==> config.mk <==
export PLATFORM = sky130hd
export DESIGN_NAME = analogue_multichannel_acquisition
export DESIGN_NICKNAME = d
export VERILOG_FILES = /design/src/rtl/analogue_multichannel_acquisition.sv
export SDC_FILE = /design/constraint.sdc
export NUM_CORES = 1
export LEC_CHECK = 0
export ABC_AREA = 1
export BUFFER_PORTS_ARGS = -buffer_cell sky130_fd_sc_hd__buf_2
export CAP_MARGIN = 20
export CORE_ASPECT_RATIO = 1.2
export CORE_MARGIN = 2
export CORE_UTILIZATION = 55
export CTS_BUF_LIST = sky130_fd_sc_hd__clkbuf_2
export DETAILED_ROUTE_END_ITERATION = 12
export PLACE_DENSITY_LB_ADDON = 0.25
export SKIP_LAST_GASP = 1
export SLEW_MARGIN = 20
export SYNTH_ARGS = -nofsm -noshare
export SYNTH_HDL_FRONTEND = slang
export SYNTH_SLANG_ARGS = --single-unit
export TNS_END_PERCENT = 50
==> constraint.sdc <==
create_clock -name clk -period 9.45 [get_ports clk]
set_input_delay 0.945 -clock clk [delete_from_list [all_inputs] [get_ports clk]]
set_output_delay 0.945 -clock clk [all_outputs]
set_load 0.02 [all_outputs]
==> src/rtl/analogue_multichannel_acquisition.sv <==
// Multi-channel acquisition front end: per-channel decimation, edge trigger on one channel,
// and pre/wait/post capture sequencing onto a circular capture-RAM write port.
module analogue_multichannel_acquisition #(
    parameter int NUM_CH         = 4,
    parameter int SAMPLE_WIDTH   = 8,
    parameter int ADDR_WIDTH     = 10,
    parameter int MAX_DECIM_LOG2 = 8
) (
    input  logic                           clk,
    input  logic                           rst,
    input  logic [NUM_CH*SAMPLE_WIDTH-1:0] adc_data,
    input  logic                           adc_valid,
    input  logic                           arm,
    input  logic                           force_trig,
    input  logic [3:0]                     decim_log2,
    input  logic [1:0]                     decim_mode,
    input  logic [2:0]                     trig_channel,
    input  logic [SAMPLE_WIDTH-1:0]        trig_level,
    input  logic                           trig_edge,
    input  logic [ADDR_WIDTH-1:0]          pre_count,
    input  logic [ADDR_WIDTH-1:0]          post_count,
    output logic                           wr_en,
    output logic [ADDR_WIDTH-1:0]          wr_addr,
    output logic [NUM_CH*SAMPLE_WIDTH-1:0] wr_data,
    output logic                           trigger,
    output logic [ADDR_WIDTH-1:0]          trig_addr,
    output logic                           busy,
    output logic                           done
);
    localparam int SW    = SAMPLE_WIDTH;
    localparam int SUM_W = SAMPLE_WIDTH + MAX_DECIM_LOG2;
    localparam int CW    = MAX_DECIM_LOG2 + 1;

    typedef enum logic [2:0] {S_IDLE, S_PRE, S_WAIT, S_POST, S_DONE} state_t;
    state_t state;

    logic [3:0]            dlog;
    logic [1:0]            mode;
    logic [2:0]            tch;
    logic [SW-1:0]         lvl;
    logic                  falling;
    logic [ADDR_WIDTH-1:0] pre_lat, post_lat, wcnt, next_addr;
    logic [CW-1:0]         dcnt, last_idx;
    logic [SW-1:0]         prev_smp;
    logic                  hist_vld, force_pend;

    logic signed [SUM_W:0] unused_sign;
    logic [SW-1:0]         samp      [NUM_CH];
    logic [SUM_W-1:0]      sum_acc   [NUM_CH];
    logic [SUM_W-1:0]      sum_n     [NUM_CH];
    logic [SW-1:0]         pk_acc    [NUM_CH];
    logic [SW-1:0]         pk_n      [NUM_CH];
    logic [SW-1:0]         first_acc [NUM_CH];
    logic [SW-1:0]         first_n   [NUM_CH];
    logic [SW-1:0]         dec_val   [NUM_CH];
    logic [NUM_CH*SW-1:0]  dec_packed;
    logic [SW-1:0]         trig_cur;
    logic                  active, blk_end, edge_hit, hit;

    function automatic logic [SW-1:0] avg_trunc(input logic [SUM_W-1:0] s, input logic [3:0] sh);
        avg_trunc = SW'(s >> sh);
    endfunction

    function automatic logic [SW-1:0] peak_sel(input logic [1:0] md, input logic [SW-1:0] a,
                                               input logic [SW-1:0] b);
        if (md == 2'd2) peak_sel = (a > b) ? a : b;
        else            peak_sel = (a < b) ? a : b;
    endfunction

    assign unused_sign = '0;
    assign active   = (state == S_PRE) || (state == S_WAIT) || (state == S_POST);
    assign last_idx = CW'((32'd1 << dlog) - 32'd1);
    assign blk_end  = active && adc_valid && (dcnt == last_idx);

    // Block result includes the beat that completes it, so the output register sees it one clock later
    always_comb begin
        dec_packed = '0;
        trig_cur   = '0;
        for (int c = 0; c < NUM_CH; c++) begin
            samp[c] = adc_data[c*SW +: SW];
            if (dcnt == '0) begin
                sum_n[c]   = SUM_W'(samp[c]);
                pk_n[c]    = samp[c];
                first_n[c] = samp[c];
            end else begin
                sum_n[c]   = sum_acc[c] + SUM_W'(samp[c]);
                pk_n[c]    = peak_sel(mode, samp[c], pk_acc[c]);
                first_n[c] = first_acc[c];
            end
            case (mode)
                2'd0:    dec_val[c] = first_n[c];
                2'd1:    dec_val[c] = avg_trunc(sum_n[c], dlog);
                default: dec_val[c] = pk_n[c];
            endcase
            dec_packed[c*SW +: SW] = dec_val[c];
            if (tch == 3'(c)) trig_cur = dec_val[c];
        end
    end

    assign edge_hit = hist_vld && (falling ? (prev_smp > lvl && trig_cur <= lvl)
                                           : (prev_smp < lvl && trig_cur >= lvl));
    assign hit = edge_hit || force_pend || force_trig;

    always_ff @(posedge clk) begin
        if (active && adc_valid && !arm) begin
            for (int c = 0; c < NUM_CH; c++) begin
                sum_acc[c]   <= sum_n[c];
                pk_acc[c]    <= pk_n[c];
                first_acc[c] <= first_n[c];
            end
        end
    end

    always_ff @(posedge clk) begin
        if (rst) begin
            state      <= S_IDLE;
            wr_en      <= 1'b0;
            wr_addr    <= '0;
            wr_data    <= '0;
            trigger    <= 1'b0;
            trig_addr  <= '0;
            busy       <= 1'b0;
            done       <= 1'b0;
            dcnt       <= '0;
            wcnt       <= '0;
            next_addr  <= '0;
            hist_vld   <= 1'b0;
            force_pend <= 1'b0;
        end else begin
            wr_en   <= 1'b0;
            trigger <= 1'b0;
            if (arm) begin
                dlog       <= (decim_log2 > 4'(MAX_DECIM_LOG2)) ? 4'(MAX_DECIM_LOG2) : decim_log2;
                mode       <= decim_mode;
                tch        <= (int'(trig_channel) >= NUM_CH) ? 3'd0 : trig_channel;
                lvl        <= trig_level;
                falling    <= trig_edge;
                pre_lat    <= pre_count;
                post_lat   <= post_count;
                state      <= (pre_count == '0) ? S_WAIT : S_PRE;
                busy       <= 1'b1;
                done       <= 1'b0;
                dcnt       <= '0;
                wcnt       <= '0;
                next_addr  <= '0;
                wr_addr    <= '0;
                hist_vld   <= 1'b0;
                force_pend <= 1'b0;
            end else begin
                if (state == S_WAIT && force_trig) force_pend <= 1'b1;
                if (active && adc_valid) dcnt <= blk_end ? '0 : CW'(dcnt + 1'b1);
                if (blk_end) begin
                    wr_en     <= 1'b1;
                    wr_data   <= dec_packed;
                    wr_addr   <= next_addr;
                    next_addr <= ADDR_WIDTH'(next_addr + 1'b1);
                    prev_smp  <= trig_cur;
                    hist_vld  <= 1'b1;
                    case (state)
                        S_PRE: begin
                            if (wcnt == ADDR_WIDTH'(pre_lat - 1'b1)) begin
                                state <= S_WAIT;
                                wcnt  <= '0;
                            end else begin
                                wcnt <= ADDR_WIDTH'(wcnt + 1'b1);
                            end
                        end
                        S_WAIT: begin
                            if (hit) begin
                                trigger    <= 1'b1;
                                trig_addr  <= next_addr;
                                force_pend <= 1'b0;
                                wcnt       <= '0;
                                if (post_lat == '0) begin
                                    state <= S_DONE;
                                    busy  <= 1'b0;
                                    done  <= 1'b1;
                                end else begin
                                    state <= S_POST;
                                end
                            end
                        end
                        S_POST: begin
                            if (wcnt == ADDR_WIDTH'(post_lat - 1'b1)) begin
                                state <= S_DONE;
                                busy  <= 1'b0;
                                done  <= 1'b1;
                            end else begin
                                wcnt <= ADDR_WIDTH'(wcnt + 1'b1);
                            end
                        end
                        default: ;
                    endcase
                end
            end
        end
    end
endmodule
==> impl_metrics.py <==
metrics = {
    "sta": {
        "timing.fmax_ghz": 0.160,
        "slew_headroom_pct": 26.4,
        "drv_slew": 0,
        "tns_ns": 0,
        "period_needed_ns": 6.25,
        "hold_viol": 0,
        "finalCritPeriodShare_pct": 66.2,
        "tightest_slew_ns": 1.10,
        "rsz0062_at_grt": "no",
        "setup-violations-final": 0,
        "fin_skew_ns": 0.119,
    },
    "detailed_routing": {
        "wl_mm": 62.3,
        "drt_iter0_markers": 1780,
        "dr.pass1.iters": 7,
        "vias_per_cell": 5.72,
        "wire_per_inst_um": 17.6,
        "vias": 20200,
        "antenna_left": 0,
        "drc": 0,
    },
    "clock_network": {
        "cts_sinks": 264,
        "cts_setup_buffers": 0,
        "clock_latency_ns": 0.96,
        "cts_tree": "done",
        "ctsLongestPathBuffers": 3,
        "cts_buffers": 69,
        "holdBufCountCts": 0,
        "cts_max_level": 3,
        "cts_resized": 0,
        "clk_pin_slew_ns": 0.11,
        "cts-root-buf": "clkbuf_2",
    },
    "synth": {
        "synthAdderAreaFrac_pct": 5.95,
        "syn_nets": 3066,
        "ys.warnings.count": 0,
        "synth_seq_cells": 264,
        "synth_compound_area_share_pct": 10.1,
        "syn_area_sq_um": 19600,
        "ys_seq_area_share_pct": 35.8,
        "yosys_most_used_dff": "edfxtp_1",
        "avgSynthCellArea_sq_um": 6.77,
        "synth-edff-count": 174,
        "synthTopCellsByCount": "nand2_1, nand3_1, inv_1",
        "yosysUniqueCellTypes": 54,
        "synthXorXnorAreaFrac_pct": 2.56,
        "synth_area_leaders": "edfxtp_1, nand2_1, nand3_1, dfxtp_1, inv_1",
        "synth.most_common_cell": "nand2_1",
        "yosys.area.top_type_share_pct": 26.6,
        "synth_top_family_by_area": "simple AND/OR/NAND/NOR gates",
        "synth_mux_area_share_pct": 0,
        "async_flop_share_pct": 0,
        "synth_cells": 2900,
        "synth_simple_gate_area_share_pct": 36.4,
        "synth_top_area_cell": "edfxtp_1",
    },
    "placed_design": {
        "place_congestion": 0.963,
        "dp_hpwl_mm": 45.8,
        "placed_cells": 3406,
        "io_buffers": 130,
    },
    "pwr": {
        "p_per_area_nw_per_um2": 125,
        "leakage_nw": 10.6,
        "ir_drop_mv": 0.144,
    },
    "floorplan": {
        "start_util_pct": 55.9,
        "die_h_um": 211,
        "die_area_sq_um": 37200,
        "io_pins": 131,
        "die_w_um": 176,
        "coreArea_sq_um": 35100,
        "row_count": 75,
    },
    "worst_hold_path": {
        "hold_end": "lvl[4]",
        "min-delay-start": "trig_level[4]",
        "hold_path.class": "input port to register",
        "holdPathStages": 1,
    },
    "cells_and_area": {
        "drive_above_1_share_pct": 10.1,
        "final_cells": 3534,
        "area_delta_synth_final_pct": 8.19,
        "fin_nets": 3182,
    },
    "global_routing": {
        "grt_max_degree": 67,
        "grt_overflow": 0,
        "track_usage_pct": 33.5,
        "grt_pass1_vias": 19200,
        "grt_first_pass_wirelength_mm": 98.9,
        "antenna_found_initial": 1,
    },
    "run_status": {
        "outcome": "complete, no violations",
    },
    "setup_path": {
        "required_ns": 10.20,
        "max_stage_delay_ns": 0.87,
        "r2r_slack_ns": 3.20,
        "timing.critical_path.to_type": "register",
        "crit_fanout": 40,
        "rr_startpoint": "dcnt[0]",
        "crit_slowest_cell": "clkinv_1",
        "crit_path_start_kind": "register",
        "r2r_end": "trig_addr[0]",
        "crit_top_cell": "nand2_1",
        "worstPathArrival_ns": 7.00,
        "ff2ff_path_depth": 28,
        "critical_path_class": "register to register",
    },
    "flow_run": {
        "max_cap_violations": 0,
    },
}
-- critical path, delay by kind of cell (launching register included) --
kind            cells  cell delay [ns]
fa+ha+maj           2             0.56
flops               1             0.40
simple gates       19             3.23
buf+inv             3             1.39
compound gates      4             0.53
-- cells in the final DEF (no fill, tap or decap), types with 10 or more instances in the layout --
| cell type | netlist | final |
|---|---|---|
| buf_4 | 4 | 18 |
| inv_1 | 350 | 350 |
| or2_2 | 18 | 18 |
| ha_1 | 87 | 87 |
| o21ai_0 | 130 | 130 |
| nor2_1 | 166 | 163 |
| nand3b_1 | 24 | 24 |
| clkbuf_2 | 0 | 106 |
| a21oi_1 | 183 | 183 |
| inv_2 | 7 | 10 |
| dfxtp_1 | 90 | 90 |
| o21ai_1 | 31 | 31 |
| nand3_1 | 362 | 362 |
| nand4_1 | 81 | 81 |
| xor2_1 | 40 | 40 |
| buf_2 | 12 | 130 |
| nor3_1 | 30 | 30 |
| edfxtp_1 | 174 | 174 |
| clkinv_1 | 6 | 20 |
| xnor2_1 | 13 | 13 |
| nand2_1 | 934 | 933 |
-- metrics by stage --
step / total power [mW] / hold slack (ns) / worst slack, ns / instance area (sq um) / util (%)
floorplan: 1.68 / 0.441 / 2.13 / 19600 / -
global placement: 1.83 / 0.442 / 3.63 / 20600 / 58.6
detailed placement: 1.84 / 0.442 / 3.43 / 20600 / 58.6
CTS: 2.67 / 0.114 / 3.45 / 21200 / 60.4
global route: 2.80 / 0.141 / 2.91 / 21200 / 60.5
finish: 2.66 / 0.214 / 3.20 / 21200 / 60.5
-- routing by layer --
metal / vias to the layer above / GRT usage (%) / routed length (um)
li1: 9856 / - / -
met1: 9237 / 41.6 / 25100
met2: 954 / 55.7 / 29200
met3: 160 / 7.27 / 5600
met4: 0 / 15.3 / 2360
met5: - / 0 / 0
-- registers in the layout, indices dropped and copies added (netlist names), 2 cells and up --
register,flops
tch,3
wr_data,32
sum_acc,64
wr_addr,10
pre_lat,10
trig_addr,10
state,3
dcnt,9
prev_smp,8
wcnt,10
dlog,4
post_lat,10
next_addr,10
lvl,8
mode,2
first_acc,32
pk_acc,32
-- logic make-up after synthesis --
group,after synthesis
DFF,264
xor gates and xnor gates,55
adders and majority gates,91
other,1
and+or+nand+nor,1645
AOI/OAI and AO/OA,377
buffers and inverters,467
-- power by group --
group / switching [mW] / internal (mW)
Sequential: 0.0149 / 1.26
Clock: 0.506 / 0.323
Combinational: 0.388 / 0.165
Total: 0.908 / 1.75
-- how the worst max path moves through the flow --
stage / endpoint / startpoint / cells after the start
2_1_floorplan: first_acc[0][0] / adc_valid / 4
3_3_place_gp: trig_addr[4] / dcnt[0] / 28
3_5_place_dp: trig_addr[0] / dcnt[0] / 28
4_1_cts: trig_addr[0] / dcnt[0] / 28
5_1_grt: trig_addr[0] / dcnt[0] / 28
6_report: trig_addr[0] / dcnt[0] / 28
-- cell type report --
cell class / instances / area, sq um
sequential: 264 / 7030
antenna: 2 / 5.00
clock buffer: 106 / 531
tap: 462 / 578
timing repair buffer: 149 / 813
fill: 3371 / 13900
clock inverter: 19 / 98.8
inverter: 363 / 1360
multi-input combinational: 2169 / 10800
No activity file was read; power rests on OpenSTA's default activity.
